$ cat src/rtl/control_alarma_if.sv
// Bus bundle for the alarm controller: fault inputs, timebase, ack,
// and the registered actuator/status outputs.
interface control_alarma_if #(
  parameter int R = 3
);
  logic         muestra;
  logic [R-1:0] senal_corriente;
  logic         senal_humo;
  logic         tick;
  logic         ack;
  logic         alarma;
  logic         ventilador;
  logic         rele_corte;
  logic [2:0]   estado;

  modport master (
    output muestra, senal_corriente, senal_humo, tick, ack,
    input  alarma, ventilador, rele_corte, estado
  );

  modport slave (
    input  muestra, senal_corriente, senal_humo, tick, ack,
    output alarma, ventilador, rele_corte, estado
  );
endinterface

$ cat src/rtl/control_alarma.sv
// Supervisory alarm FSM: persistence-qualified faults, timed cut-off, ack.
// Optional HUMO_DIRECTO_EN: smoke faults bypass persistence.
module control_alarma #(
  parameter int R       = 3,
  parameter int UMBRAL  = 5,
  parameter int PERSIST = 4,
  parameter int T_CORTE = 8
) (
  input logic              clk,
  input logic              reset,
  control_alarma_if.slave  bus
);
  localparam int CW = $clog2(PERSIST + 1);
  localparam int TW = $clog2(T_CORTE + 1);
  localparam logic [R-1:0]  UMB  = R'(UMBRAL);
  localparam logic [CW-1:0] P_M1 = CW'(PERSIST - 1);
  localparam logic [TW-1:0] T_M1 = TW'(T_CORTE - 1);

  typedef enum logic [2:0] {
    NORMAL     = 3'd0,
    PRE_ALARMA = 3'd1,
    ALARMA     = 3'd2,
    CORTE      = 3'd3,
    RECONOCIDO = 3'd4
  } state_t;

  state_t        st, ns;
  logic [CW-1:0] cnt, cnt_n;
  logic [TW-1:0] tim, tim_n;
  logic          humo_lat, hl_n;
  logic          from_corte, fc_n;
  logic          ack_d;
  logic          ack_pulso;
  logic          falla_cond, falla, limpio;
  logic          humo_dir;

  assign falla_cond = (bus.senal_corriente >= UMB) | bus.senal_humo;
  assign falla      = bus.muestra & falla_cond;
  assign limpio     = bus.muestra & ~falla_cond;
  assign ack_pulso  = bus.ack & ~ack_d;

`ifdef HUMO_DIRECTO_EN
  assign humo_dir = bus.senal_humo;
`else
  assign humo_dir = 1'b0;
`endif

  // Next state, counters, latches; counters clear on every state change
  always_comb begin
    ns    = st;
    cnt_n = cnt;
    tim_n = tim;
    hl_n  = humo_lat;
    fc_n  = from_corte;
    unique case (st)
      NORMAL: begin
        if (falla) begin
          if (PERSIST == 1 || humo_dir) ns = ALARMA;
          else                          ns = PRE_ALARMA;
        end
      end
      PRE_ALARMA: begin
        if (falla) begin
          if (humo_dir || cnt >= P_M1) ns = ALARMA;
          else cnt_n = cnt + CW'(1);
        end else if (limpio) begin
          ns = NORMAL;
        end
      end
      ALARMA: begin
        if (ack_pulso) begin
          ns   = RECONOCIDO;
          fc_n = 1'b0;
        end else if (bus.tick) begin
          if (tim >= T_M1) ns = CORTE;
          else tim_n = tim + TW'(1);
        end
      end
      CORTE: begin
        if (ack_pulso) begin
          ns   = RECONOCIDO;
          fc_n = 1'b1;
        end
      end
      RECONOCIDO: begin
        if (limpio) begin
          if (cnt >= P_M1) ns = NORMAL;
          else cnt_n = cnt + CW'(1);
        end else if (falla) begin
          cnt_n = '0;
        end
      end
      default: ns = NORMAL;
    endcase
    if (falla && bus.senal_humo &&
        (st == PRE_ALARMA || st == ALARMA || st == CORTE))
      hl_n = 1'b1;
    if (ns != st) begin
      tim_n = '0;
      cnt_n = (ns == PRE_ALARMA) ? CW'(1) : '0;
    end
    if (ns == NORMAL) begin
      hl_n = 1'b0;
      fc_n = 1'b0;
    end
  end

  // State, counters and registered outputs share one edge
  always_ff @(posedge clk) begin
    if (!reset) begin
      st             <= NORMAL;
      cnt            <= '0;
      tim            <= '0;
      humo_lat       <= 1'b0;
      from_corte     <= 1'b0;
      ack_d          <= 1'b0;
      bus.alarma     <= 1'b0;
      bus.ventilador <= 1'b0;
      bus.rele_corte <= 1'b0;
      bus.estado     <= 3'd0;
    end else begin
      st             <= ns;
      cnt            <= cnt_n;
      tim            <= tim_n;
      humo_lat       <= hl_n;
      from_corte     <= fc_n;
      ack_d          <= bus.ack;
      bus.alarma     <= (ns == ALARMA) || (ns == CORTE);
      bus.ventilador <= hl_n &&
                        (ns == ALARMA || ns == CORTE || ns == RECONOCIDO);
      bus.rele_corte <= (ns == CORTE) || (ns == RECONOCIDO && fc_n);
      bus.estado     <= ns;
    end
  end
endmodule

$ cat src/flat_wrapper.sv
// flat-port wrapper written by rule: the top's interface ports become plain ports
module control_alarma_flat 
#(
  parameter int R       = 3,
  parameter int UMBRAL  = 5,
  parameter int PERSIST = 4,
  parameter int T_CORTE = 8
)
  (clk, reset, bus_muestra, bus_senal_corriente, bus_senal_humo, bus_tick, bus_ack, bus_alarma, bus_ventilador, bus_rele_corte, bus_estado);
  control_alarma_if #(.R(R)) bus_i ();
  input logic clk;
  input logic reset;
  input wire logic [$bits(bus_i.muestra)-1:0] bus_muestra;
  input wire logic [$bits(bus_i.senal_corriente)-1:0] bus_senal_corriente;
  input wire logic [$bits(bus_i.senal_humo)-1:0] bus_senal_humo;
  input wire logic [$bits(bus_i.tick)-1:0] bus_tick;
  input wire logic [$bits(bus_i.ack)-1:0] bus_ack;
  output wire logic [$bits(bus_i.alarma)-1:0] bus_alarma;
  output wire logic [$bits(bus_i.ventilador)-1:0] bus_ventilador;
  output wire logic [$bits(bus_i.rele_corte)-1:0] bus_rele_corte;
  output wire logic [$bits(bus_i.estado)-1:0] bus_estado;
  assign bus_i.muestra = bus_muestra;
  assign bus_i.senal_corriente = bus_senal_corriente;
  assign bus_i.senal_humo = bus_senal_humo;
  assign bus_i.tick = bus_tick;
  assign bus_i.ack = bus_ack;
  assign bus_alarma = bus_i.alarma;
  assign bus_ventilador = bus_i.ventilador;
  assign bus_rele_corte = bus_i.rele_corte;
  assign bus_estado = bus_i.estado;
  control_alarma #(.R(R), .UMBRAL(UMBRAL), .PERSIST(PERSIST), .T_CORTE(T_CORTE)) u_core (.clk(clk), .reset(reset), .bus(bus_i));
endmodule
$ cat config.mk
export PLATFORM = sky130hd
export DESIGN_NAME = control_alarma_flat
export DESIGN_NICKNAME = d
export VERILOG_FILES = /design/src/rtl/control_alarma_if.sv /design/src/rtl/control_alarma.sv /design/src/flat_wrapper.sv
export SDC_FILE = /design/constraint.sdc
export NUM_CORES = 1
export LEC_CHECK = 0
export ABC_AREA = 1
export ABC_CLOCK_PERIOD_IN_PS = 1650
export BUFFER_PORTS_ARGS = -buffer_cell sky130_fd_sc_hd__buf_2
export CAP_MARGIN = 20
export CORE_MARGIN = 4
export CORE_UTILIZATION = 45
export DETAILED_ROUTE_END_ITERATION = 8
export PLACE_DENSITY = 0.69
export SYNTH_ARGS = -nofsm -noshare
export SYNTH_HDL_FRONTEND = slang
export SYNTH_SLANG_ARGS = --single-unit
$ cat constraint.sdc
create_clock -name clk -period 1.65 [get_ports clk]
set_input_delay 0.0825 -clock clk [delete_from_list [all_inputs] [get_ports clk]]
set_output_delay 0.0825 -clock clk [all_outputs]
set_load 0.02 [all_outputs]
==> flow_metrics.env, run 1 <==
export IMPL_yosysTopAreaCellShare_pct=36.47
export IMPL_fin_crit_sh_pct=100.6
export IMPL_wl_per_cell_microns=11.99
export IMPL_cts_made_buffers=3
export IMPL_htreeDepth=1
export IMPL_slowest_stage="dfxtp_2"
export IMPL_layout_setup_ws_ps=-9.331
export IMPL_grt_pass1_wl_microns=3532
export IMPL_die_x_microns=52.18
export IMPL_start_kind="flip-flop"
export IMPL_cts_root_buf="clkbuf_4"
export IMPL_grt_util_met2_pct=32.85
export IMPL_yosysUniqueCellTypes=21
export IMPL_fin_crit_ps=1659
export IMPL_crit_chain="ha_4 > ha_4 > nor2_4 > nand2_4 > nand4_1 > nand2_2 > nand3_2 > nand2_2 > nor2_4 > nand2_4 > a21oi_2"
export IMPL_dp_hpwl_microns=1545
export IMPL_post_route_drc_count=0
export IMPL_ys_warn_count=0
export IMPL_grtUsageMet3_pct=3.704
export IMPL_antennaDiodeCount=0
export IMPL_die_h_microns=52.18
export IMPL_synth_area_leader_cell="dfxtp_1"
export IMPL_status="finished with violations"
export IMPL_overflow=0
export IMPL_gp_congestion=0.8659
export IMPL_maxCapViolCount=0
export IMPL_firstDrtPassIters=4
export IMPL_mappedNetlistArea_sq_um=878.3
export IMPL_fmax_mhz=602.7
export IMPL_rsz0062_at_grt="yes"
export IMPL_die_area_sq_um=2723
export IMPL_synth_area_leaders="dfxtp_1, nand2_1, inv_1, nand3_1, nor2_1"
export IMPL_grt_pass1_vias=886
export IMPL_port_buffer_count=14
export IMPL_grt_max_degree=10
export IMPL_synth_nets=141
export IMPL_worst_pin_slew_ps=306.4
export IMPL_cp_arrival_ps=1880
export IMPL_clk_latency_ps=290
export IMPL_drive_gt1_share_pct=40.38
export IMPL_critPathKind="flip-flop to flip-flop"
export IMPL_max_clock_path_buffers=2
export IMPL_vias=904
export IMPL_synth_cells=129
export IMPL_power_leakage_nw=0.5827
export IMPL_peakVddDrop_uv=571.9
export IMPL_violations="negative setup slack"
export IMPL_fill_cells=165
export IMPL_routed_wl_microns=2171
export IMPL_syn2layout_area_growth_pct=36.04
export IMPL_multi_input_area_sq_um=568.0
export IMPL_slew_limit_headroom_pct=79.30
export IMPL_hp_class="input pin to flip-flop"
export IMPL_start_util_pct=49.26
export IMPL_cts_tree="built"
export IMPL_core_sq_um=1783
export IMPL_ys_seq_area_share_pct=36.47
export IMPL_grt_busiest_layer="met2"
export IMPL_max_stage_delay_ps=350
export IMPL_clkSinkCount=16
export IMPL_path_buf_inv=0
export IMPL_hold_viol_final=0
export IMPL_drt_initial_drc_count=20
export IMPL_viasPerCell=4.994
export IMPL_crit_fanout=4
export IMPL_cp_required_ps=1870
export IMPL_postSynthAreaPerCell_sq_um=6.809
export IMPL_clock_skew_ps=7.631
export IMPL_path_clk_slew_ps=100
export IMPL_seqCellArea_sq_um=326.6
export IMPL_crit_family="simple AND/OR/NAND/NOR gates"
export IMPL_antenna_found_initial=0
export IMPL_yosys_register_bits=16
export IMPL_drv_slew=0
export IMPL_met1_usage_pct=19.37
export IMPL_grt_use_total_pct=17.44
export IMPL_placementRows=15
export IMPL_critPathCaptureType="flip-flop"
export IMPL_postRouteAntennaNets=0
export IMPL_final_setup_tns_ps=-11.13
export IMPL_powerDensity_nw_per_um2=684.4
export IMPL_nets=169
export IMPL_ioPinCount=15
export IMPL_p_total_mw=0.8178
export IMPL_setup_viol=2
## worst reg2reg max path, stage by stage, from the launching register on
cell and delay (ps):
dfxtp_2 350, ha_4 160, ha_4 160, nor2_4 120
nand2_4 80, nand4_1 110, nand2_2 100, nand3_2 80
nand2_2 80, nor2_4 160, nand2_4 90, a21oi_2 110
## worst paths after layout
| path | slack (ps) | end | startpoint | depth (start not counted) |
|---|---|---|---|---|
| setup / recovery | -9 | u_core.tim[0] | u_core.cnt[0] | 11 |
| setup reg to reg | -9 | u_core.tim[0] | u_core.cnt[0] | 11 |
| hold reg to reg | 480 | u_core.tim[3] | u_core.tim[3] | 2 |
| hold / removal | 80 | u_core.cnt[0] | reset | 3 |
## timing repair
action | CTS | global route
setup endpoints to repair | 10 | 9
hold buffers | 1 | 0
setup buffers | 2 | 3
pin swaps | 6 | 10
gates resized for setup | 14 | 15
endpoints found under the hold margin | 1 | 0
## per-stage QoR
stage / setup slack, ps / cell area [sq um] / hold slack (ps) / instances / utilization (%)
global placement: -63.44 / 1005 / 281.1 / 171 / 56.35
detailed placement: -131.6 / 1005 / 289.5 / 171 / 56.35
floorplan: 63.79 / 878.3 / 176.0 / 129 / -
CTS: -6.524 / 1120 / 49.47 / 178 / 62.81
finish: -9.331 / 1195 / 84.75 / 181 / 67.02
global route: -79.68 / 1195 / 92.32 / 181 / 67.02
## registers in the layout (all words and copies together), names as in the netlist
register,cells
u_core.tim,4
u_core.from_corte,1
u_core.bus.rele_corte,1
u_core.bus.ventilador,1
u_core.cnt,3
u_core.bus.estado,3
u_core.ack_d,1
u_core.bus.alarma,1
u_core.humo_lat,1
## metal layers
layer  vias up  wire length, microns
li1        469                     -
met1       421                   953
met2        12                  1159
met3         2                    48
met4         0                    10
met5         -                     0
## where the power goes
part / switching, mW / internal, mW
clock network: 0.123 / 0.134
registers: 0.00856 / 0.396
logic: 0.0923 / 0.0633
total: 0.224 / 0.594
## synth_stat cells
cell / number
nor2_2: 1
inv_2: 3
nor2_1: 13
o41ai_1: 1
nand4_1: 5
nand3_1: 13
o21ai_2: 1
nor3_2: 2
inv_1: 18
o21ai_0: 2
buf_2: 1
nand2_2: 2
a21oi_1: 5
nor3_1: 1
mux2i_1: 1
dfxtp_1: 16
a21oi_2: 5
nor3b_1: 1
nand2_1: 34
or2_2: 1
ha_1: 3
## cells by family (layout without fill, tap and decap cells)
kind of cell | Yosys count | count (layout) | share of synthesized area (%)
simple gates | 73 | 73 | 37.61
buf+inv | 22 | 49 | 9.543
flops | 16 | 16 | 36.47
compound gates | 14 | 14 | 10.97
fa+ha+maj | 3 | 3 | 4.274
mux | 1 | 1 | 1.140
## layout make-up
type | count | share of cell area, %
repair buffers | 24 | 12.67
multi-input cells | 91 | 47.54
inverters | 21 | 6.806
clock buffers | 4 | 3.037
flip-flops and latches | 16 | 27.33
well taps | 25 | 2.618
## cells in the final DEF (no fill, tap or decap)
cell type / instances
nand2_2: 5
or2_2: 1
ha_4: 2
nor2_4: 2
o21ai_2: 1
o41ai_1: 1
buf_6: 1
dfxtp_2: 5
buf_2: 14
inv_4: 1
nand3_2: 6
nor2_1: 12
nand2_4: 2
buf_4: 8
dfxtp_1: 11
nand3_1: 7
nor3b_1: 1
clkbuf_4: 3
dlygate4sd3_1: 1
clkbuf_8: 1
inv_1: 17
a21oi_1: 4
ha_1: 1
nor3_2: 2
nand4_1: 5
inv_2: 3
a21oi_2: 6
o21ai_0: 2
nor3_1: 1
mux2i_1: 1
nand2_1: 29
Note: power is estimated with default switching activity, not from simulation.
==> run 2, diff against run 1 <==
ABC_AREA = default   (was 1)
PLACE_DENSITY = 0.68   (was 0.69)
==> flow_metrics.env, run 2 <==
export IMPL_postSynthAreaPerCell_sq_um=8.984
export IMPL_ioPinCount=15
export IMPL_power_frac_seq_pct=46.6
export IMPL_synth_top_family_by_area="compound AO/OA/AOI/OAI gates"
export IMPL_ys_top_cells_by_count="dfxtp_1, nor2_1, nor3_1"
export IMPL_nets=161
export IMPL_critPathCaptureType="flip-flop"
export IMPL_clkSinkCount=16
export IMPL_hold_viol_final=0
export IMPL_syn2layout_area_growth_pct=38.27
export IMPL_fin_crit_sh_pct=112.6
export IMPL_die_h_microns=55.08
export IMPL_path_clk_slew_ps=100
export IMPL_top_register="u_core.tim"
export IMPL_maxCapViolCount=0
export IMPL_slowest_stage="dfxtp_2"
export IMPL_vias=1008
export IMPL_path_buf_inv=0
export IMPL_switching_share_pct=28.77
export IMPL_path_common_cell="ha_4"
export IMPL_gp_congestion=0.8624
export IMPL_antennaDiodeCount=0
export IMPL_fin_crit_ps=1859
export IMPL_clock_skew_ps=7.588
export IMPL_ys_seq_area_share_pct=32.12
export IMPL_setup_viol=10
export IMPL_grt_max_degree=12
export IMPL_overflow=0
export IMPL_peakVddDrop_uv=559.4
export IMPL_wl_per_cell_microns=15.53
export IMPL_start_kind="flip-flop"
export IMPL_p_sw_mw=0.2499
export IMPL_synth_xor_area_share_pct=1.757
export IMPL_powerDensity_nw_per_um2=630.0
export IMPL_routed_wl_microns=2717
export IMPL_yosys_register_bits=16
export IMPL_ys_warn_count=0
export IMPL_antenna_found_initial=0
export IMPL_synth_async_reset_ratio_pct=0
export IMPL_crit_chain="ha_4 > ha_4 > a211o_4 > nor3_2 > a221o_2 > mux2i_4 > nor3_1"
export IMPL_start_util_pct=48.84
export IMPL_synth_compound_area_share_pct=28.73
export IMPL_placementRows=16
export IMPL_synth_simple_area_share_pct=25.09
export IMPL_die_area_sq_um=3033
export IMPL_htreeDepth=1
export IMPL_clkPwrFrac_pct=30.0
export IMPL_internal_power_mw=0.6187
export IMPL_fill_cells=190
export IMPL_cts_made_buffers=3
export IMPL_cp_required_ps=1830
export IMPL_combinationalPowerShare_pct=23.3
export IMPL_worst_pin_slew_ps=449.7
export IMPL_firstDrtPassIters=4
export IMPL_synth_fa_ha_area_share_pct=3.764
export IMPL_mappedNetlistArea_sq_um=997.2
export IMPL_synth_cells=111
export IMPL_max_stage_delay_ps=350
export IMPL_dp_hpwl_microns=2048
export IMPL_largest_reg_flops=4
export IMPL_drt_initial_drc_count=21
export IMPL_power_leakage_nw=0.5396
export IMPL_cp_arrival_ps=2040
export IMPL_max_clock_path_buffers=2
export IMPL_final_setup_tns_ps=-1629
export IMPL_core_sq_um=2042
export IMPL_port_buffer_count=14
export IMPL_layout_common_cells="buf_4, buf_2, dfxtp_1, nor2_1, nor3_1"
export IMPL_yosysUniqueCellTypes=46
export IMPL_synth_edf_count=0
export IMPL_p_total_mw=0.8686
export IMPL_viasPerCell=5.760
export IMPL_die_x_microns=55.08
export IMPL_synth_area_leader_cell="dfxtp_1"
export IMPL_postRouteAntennaNets=0
export IMPL_clk_latency_ps=290
export IMPL_violations="negative setup slack"
export IMPL_critPathKind="flip-flop to flip-flop"
export IMPL_crit_fanout=6
export IMPL_grt_pass1_vias=1002
export IMPL_cts_tree="built"
export IMPL_grt_pass1_wl_microns=4367
export IMPL_cts_root_buf="clkbuf_4"
export IMPL_layout_setup_ws_ps=-208.5
export IMPL_layout_commonest_cell="buf_4"
export IMPL_synth_nets=123
export IMPL_muxShareOfSynthArea_pct=4.391
export IMPL_status="finished with violations"
export IMPL_drive_gt1_share_pct=43.24
export IMPL_grt_use_total_pct=20.15
export IMPL_post_route_drc_count=0
export IMPL_drv_slew=0
export IMPL_synth_most_common_cell="dfxtp_1"
export IMPL_hp_class="input pin to flip-flop"
export IMPL_rsz0062_at_grt="yes"
export IMPL_yosysTopAreaCellShare_pct=32.12
export IMPL_slew_limit_headroom_pct=69.91
export IMPL_ys_flop_type="dfxtp_1"
export IMPL_biggestRegsByFlops="u_core.tim x4, u_core.bus.estado x3, u_core.cnt x3"
export IMPL_crit_family="compound AO/OA/AOI/OAI gates"
export IMPL_fmax_mhz=538.1
export IMPL_synth_area_leaders="dfxtp_1, nor3_1, ha_1, nor2_1, a21oi_1"
## run 2: cell type report
class / instances / area, sq um / share of cell area (%)
Timing Repair Buffer: 37 / 242.7 / 17.60
Clock buffer: 4 / 36.28 / 2.632
Tap cell: 27 / 33.78 / 2.450
Inverter: 6 / 22.52 / 1.633
Multi-Input combinational cell: 85 / 720.7 / 52.27
Sequential cell: 16 / 322.8 / 23.41
## run 2: stage by stage
stage | instance area (sq um) | util [%] | std cells | hold slack, ps | setup slack [ps]
detailed placement | 1297 | 63.54 | 170 | 335.1 | -177.7
CTS | 1346 | 65.93 | 175 | 21.87 | -186.0
finish | 1379 | 67.52 | 175 | 26.22 | -208.5
global placement | 1297 | 63.54 | 170 | 323.5 | -136.5
floorplan | 1047 | - | 111 | 204.2 | -93.37
global route | 1379 | 67.52 | 175 | 27.32 | -293.4
## run 2: metal layers
layer	vias to the layer above	global-route usage, %	share of wire [%]
met5	-	0	0
met4	0	7.287	1.4
met3	8	6.166	3.0
met2	20	36.02	51
met1	479	22.24	45
li1	501	-	-
## run 2: worst paths after layout
kind | startpoint | end | slack (ps) | cells past startpoint
worst min-delay path | bus_ack | u_core.ack_d | 30 | 2
worst max register to register | u_core.cnt[0] | u_core.tim[0] | -210 | 7
worst min register to register | u_core.tim[2] | u_core.tim[2] | 550 | 2
worst max-delay path | u_core.cnt[0] | u_core.tim[0] | -210 | 7
## run 2: what timing repair did
item,CTS,global route
hold buffers,0,0
resized for setup,1,5
endpoints found under the setup margin,10,11
setup buffers,1,0
pin swaps,1,2
## run 2: power by group through the flow
stage               registers [mW]  clock network, mW  logic [mW]
detailed placement           0.414                  0       0.194
floorplan                    0.419                  0       0.123
global placement             0.414                  0       0.190
global route                 0.406              0.290       0.216
finish                       0.405              0.261       0.203
CTS                          0.405              0.270       0.196
## run 2: kinds of logic after synthesis
kind of cell | Yosys count
compound gates | 35
flops | 16
mux | 4
buf+inv | 10
simple gates | 41
xor+xnor | 2
fa+ha+maj | 3
==> run 3, diff against run 2 <==
==> constraint.sdc (replaced) <==
create_clock -name clk -period 1.65 [get_ports clk]
set_input_delay 0.165 -clock clk [delete_from_list [all_inputs] [get_ports clk]]
set_output_delay 0.165 -clock clk [all_outputs]
set_load 0.02 [all_outputs]
==> flow_metrics.env, run 3 (same netlist as run 2, synthesis figures left out) <==
export IMPL_overflow=0
export IMPL_post_route_drc_count=0
export IMPL_postRouteAntennaNets=0
export IMPL_holdWs_ps=126.1
export IMPL_port_buffer_count=14
export IMPL_drv_slew=0
export IMPL_syn2layout_area_growth_pct=40.65
export IMPL_vias=1021
export IMPL_layoutNonFillerInstCount=178
export IMPL_clkSinkCount=16
export IMPL_antenna_found_initial=0
export IMPL_nets=165
export IMPL_grt_busiest_layer="met2"
export IMPL_post_route_util_pct=68.69
export IMPL_dp_hpwl_microns=2006
export IMPL_hp_class="input pin to flip-flop"
export IMPL_violations="negative setup slack"
export IMPL_start_util_pct=48.84
export IMPL_gp_congestion=0.8323
export IMPL_grt_util_met2_pct=35.83
export IMPL_dpl_cell_area_sq_um=1313
export IMPL_hold_viol_final=0
export IMPL_path_common_cell="ha_4"
export IMPL_maxCapViolCount=0
export IMPL_path_clk_slew_ps=80
export IMPL_clkPwrFrac_pct=24.0
export IMPL_grt_pass1_vias=985
export IMPL_power_frac_seq_pct=49.4
export IMPL_peakVddDrop_uv=405.2
export IMPL_cts_root_buf="clkbuf_4"
export IMPL_fin_crit_sh_pct=111.0
export IMPL_slew_limit_headroom_pct=73.93
export IMPL_htreeDepth=1
export IMPL_critPathKind="flip-flop to flip-flop"
export IMPL_placementRows=16
export IMPL_ff2ff_setup_slack_ps=-180
export IMPL_drive_gt1_share_pct=45.03
export IMPL_slowest_stage="mux2i_4"
export IMPL_biggestRegsByFlops="u_core.tim x4, u_core.bus.estado x3, u_core.cnt x3"
export IMPL_top_register="u_core.tim"
export IMPL_layout_common_cells="buf_4, buf_2, dfxtp_1, nor2_1, inv_1"
export IMPL_met1_usage_pct=23.79
export IMPL_internal_power_mw=0.5820
export IMPL_power_leakage_nw=0.5541
export IMPL_start_kind="flip-flop"
export IMPL_combinationalPowerShare_pct=26.7
export IMPL_crit_chain="ha_4 > ha_4 > a211o_4 > nor3_2 > a221o_2 > mux2i_4 > nor3_1"
export IMPL_core_sq_um=2042
export IMPL_fin_area_sq_um=1403
export IMPL_clk_latency_ps=280
export IMPL_cts_made_buffers=3
export IMPL_status="finished with violations"
export IMPL_grt_pass1_wl_microns=4395
export IMPL_fin_crit_ps=1832
export IMPL_final_setup_tns_ps=-1640
export IMPL_layout_commonest_cell="buf_4"
export IMPL_max_clock_path_buffers=2
export IMPL_die_x_microns=55.08
export IMPL_fill_cells=184
export IMPL_dp_slack_ps=-194.4
export IMPL_dp_cells=172
export IMPL_cts_tree="built"
export IMPL_switching_share_pct=28.85
export IMPL_p_sw_mw=0.2360
export IMPL_setup_viol=11
export IMPL_critPathCaptureType="flip-flop"
export IMPL_layout_setup_ws_ps=-181.7
export IMPL_antennaDiodeCount=0
export IMPL_drt_initial_drc_count=38
export IMPL_powerDensity_nw_per_um2=583.2
export IMPL_grt_use_total_pct=19.84
export IMPL_fmax_mhz=545.9
export IMPL_rsz0062_at_grt="yes"
export IMPL_wl_per_cell_microns=14.66
export IMPL_routed_wl_microns=2609
export IMPL_firstDrtPassIters=4
export IMPL_grtUsageMet3_pct=5.094
export IMPL_die_area_sq_um=3033
export IMPL_crit_fanout=6
export IMPL_cp_arrival_ps=2000
export IMPL_die_h_microns=55.08
export IMPL_clock_skew_ps=3.202
export IMPL_grt_max_degree=12
export IMPL_viasPerCell=5.736
export IMPL_ioPinCount=15
export IMPL_max_stage_delay_ps=350
export IMPL_worst_pin_slew_ps=388.1
export IMPL_cp_required_ps=1820
export IMPL_largest_reg_flops=4
export IMPL_p_total_mw=0.8180
## run 3: power by group through the flow
stage	sequential [mW]	clock (mW)	combinational, mW
2_1_floorplan	0.419	0	0.123
3_3_place_gp	0.413	0	0.195
3_5_place_dp	0.413	0	0.198
4_1_cts	0.404	0.210	0.214
5_1_grt	0.406	0.225	0.236
6_report	0.404	0.196	0.218
## run 3: worst paths after layout
path	endpoint	start	cells after the start
worst min register to register	u_core.humo_lat	u_core.humo_lat	2
worst max register to register	u_core.cnt[1]	u_core.cnt[0]	7
worst max-delay path	u_core.cnt[1]	u_core.cnt[0]	7
worst min-delay path	u_core.ack_d	bus_ack	2
## run 3: worst max-delay path, delay by kind of cell (launching register included)
| family | cells | cell delay [ps] |
|---|---|---|
| compound gates | 2 | 530 |
| mux | 1 | 350 |
| flops | 1 | 340 |
| fa+ha+maj | 2 | 320 |
| simple gates | 2 | 170 |
## run 3: cell type report
cell class	instances	area (sq um)	share of cell area (%)
Timing Repair Buffer	41	276.5	19.71
Multi-Input combinational cell	85	724.4	51.65
Inverter	6	22.52	1.606
Sequential cell	16	322.8	23.02
Clock buffer	3	22.52	1.606
Tap cell	27	33.78	2.409
## run 3: routing by layer
| layer | up-vias | share of wire [%] |
|---|---|---|
| met4 | 0 | 0.80 |
| met5 | - | 0 |
| met2 | 14 | 51 |
| met3 | 5 | 3.1 |
| met1 | 491 | 45 |
| li1 | 511 | - |
## run 3: repair_timing
item	CTS	global route
setup endpoints to repair	10	12
resized for setup	6	2
pin swaps	1	3
hold buffers	0	0
buffers inserted	2	1
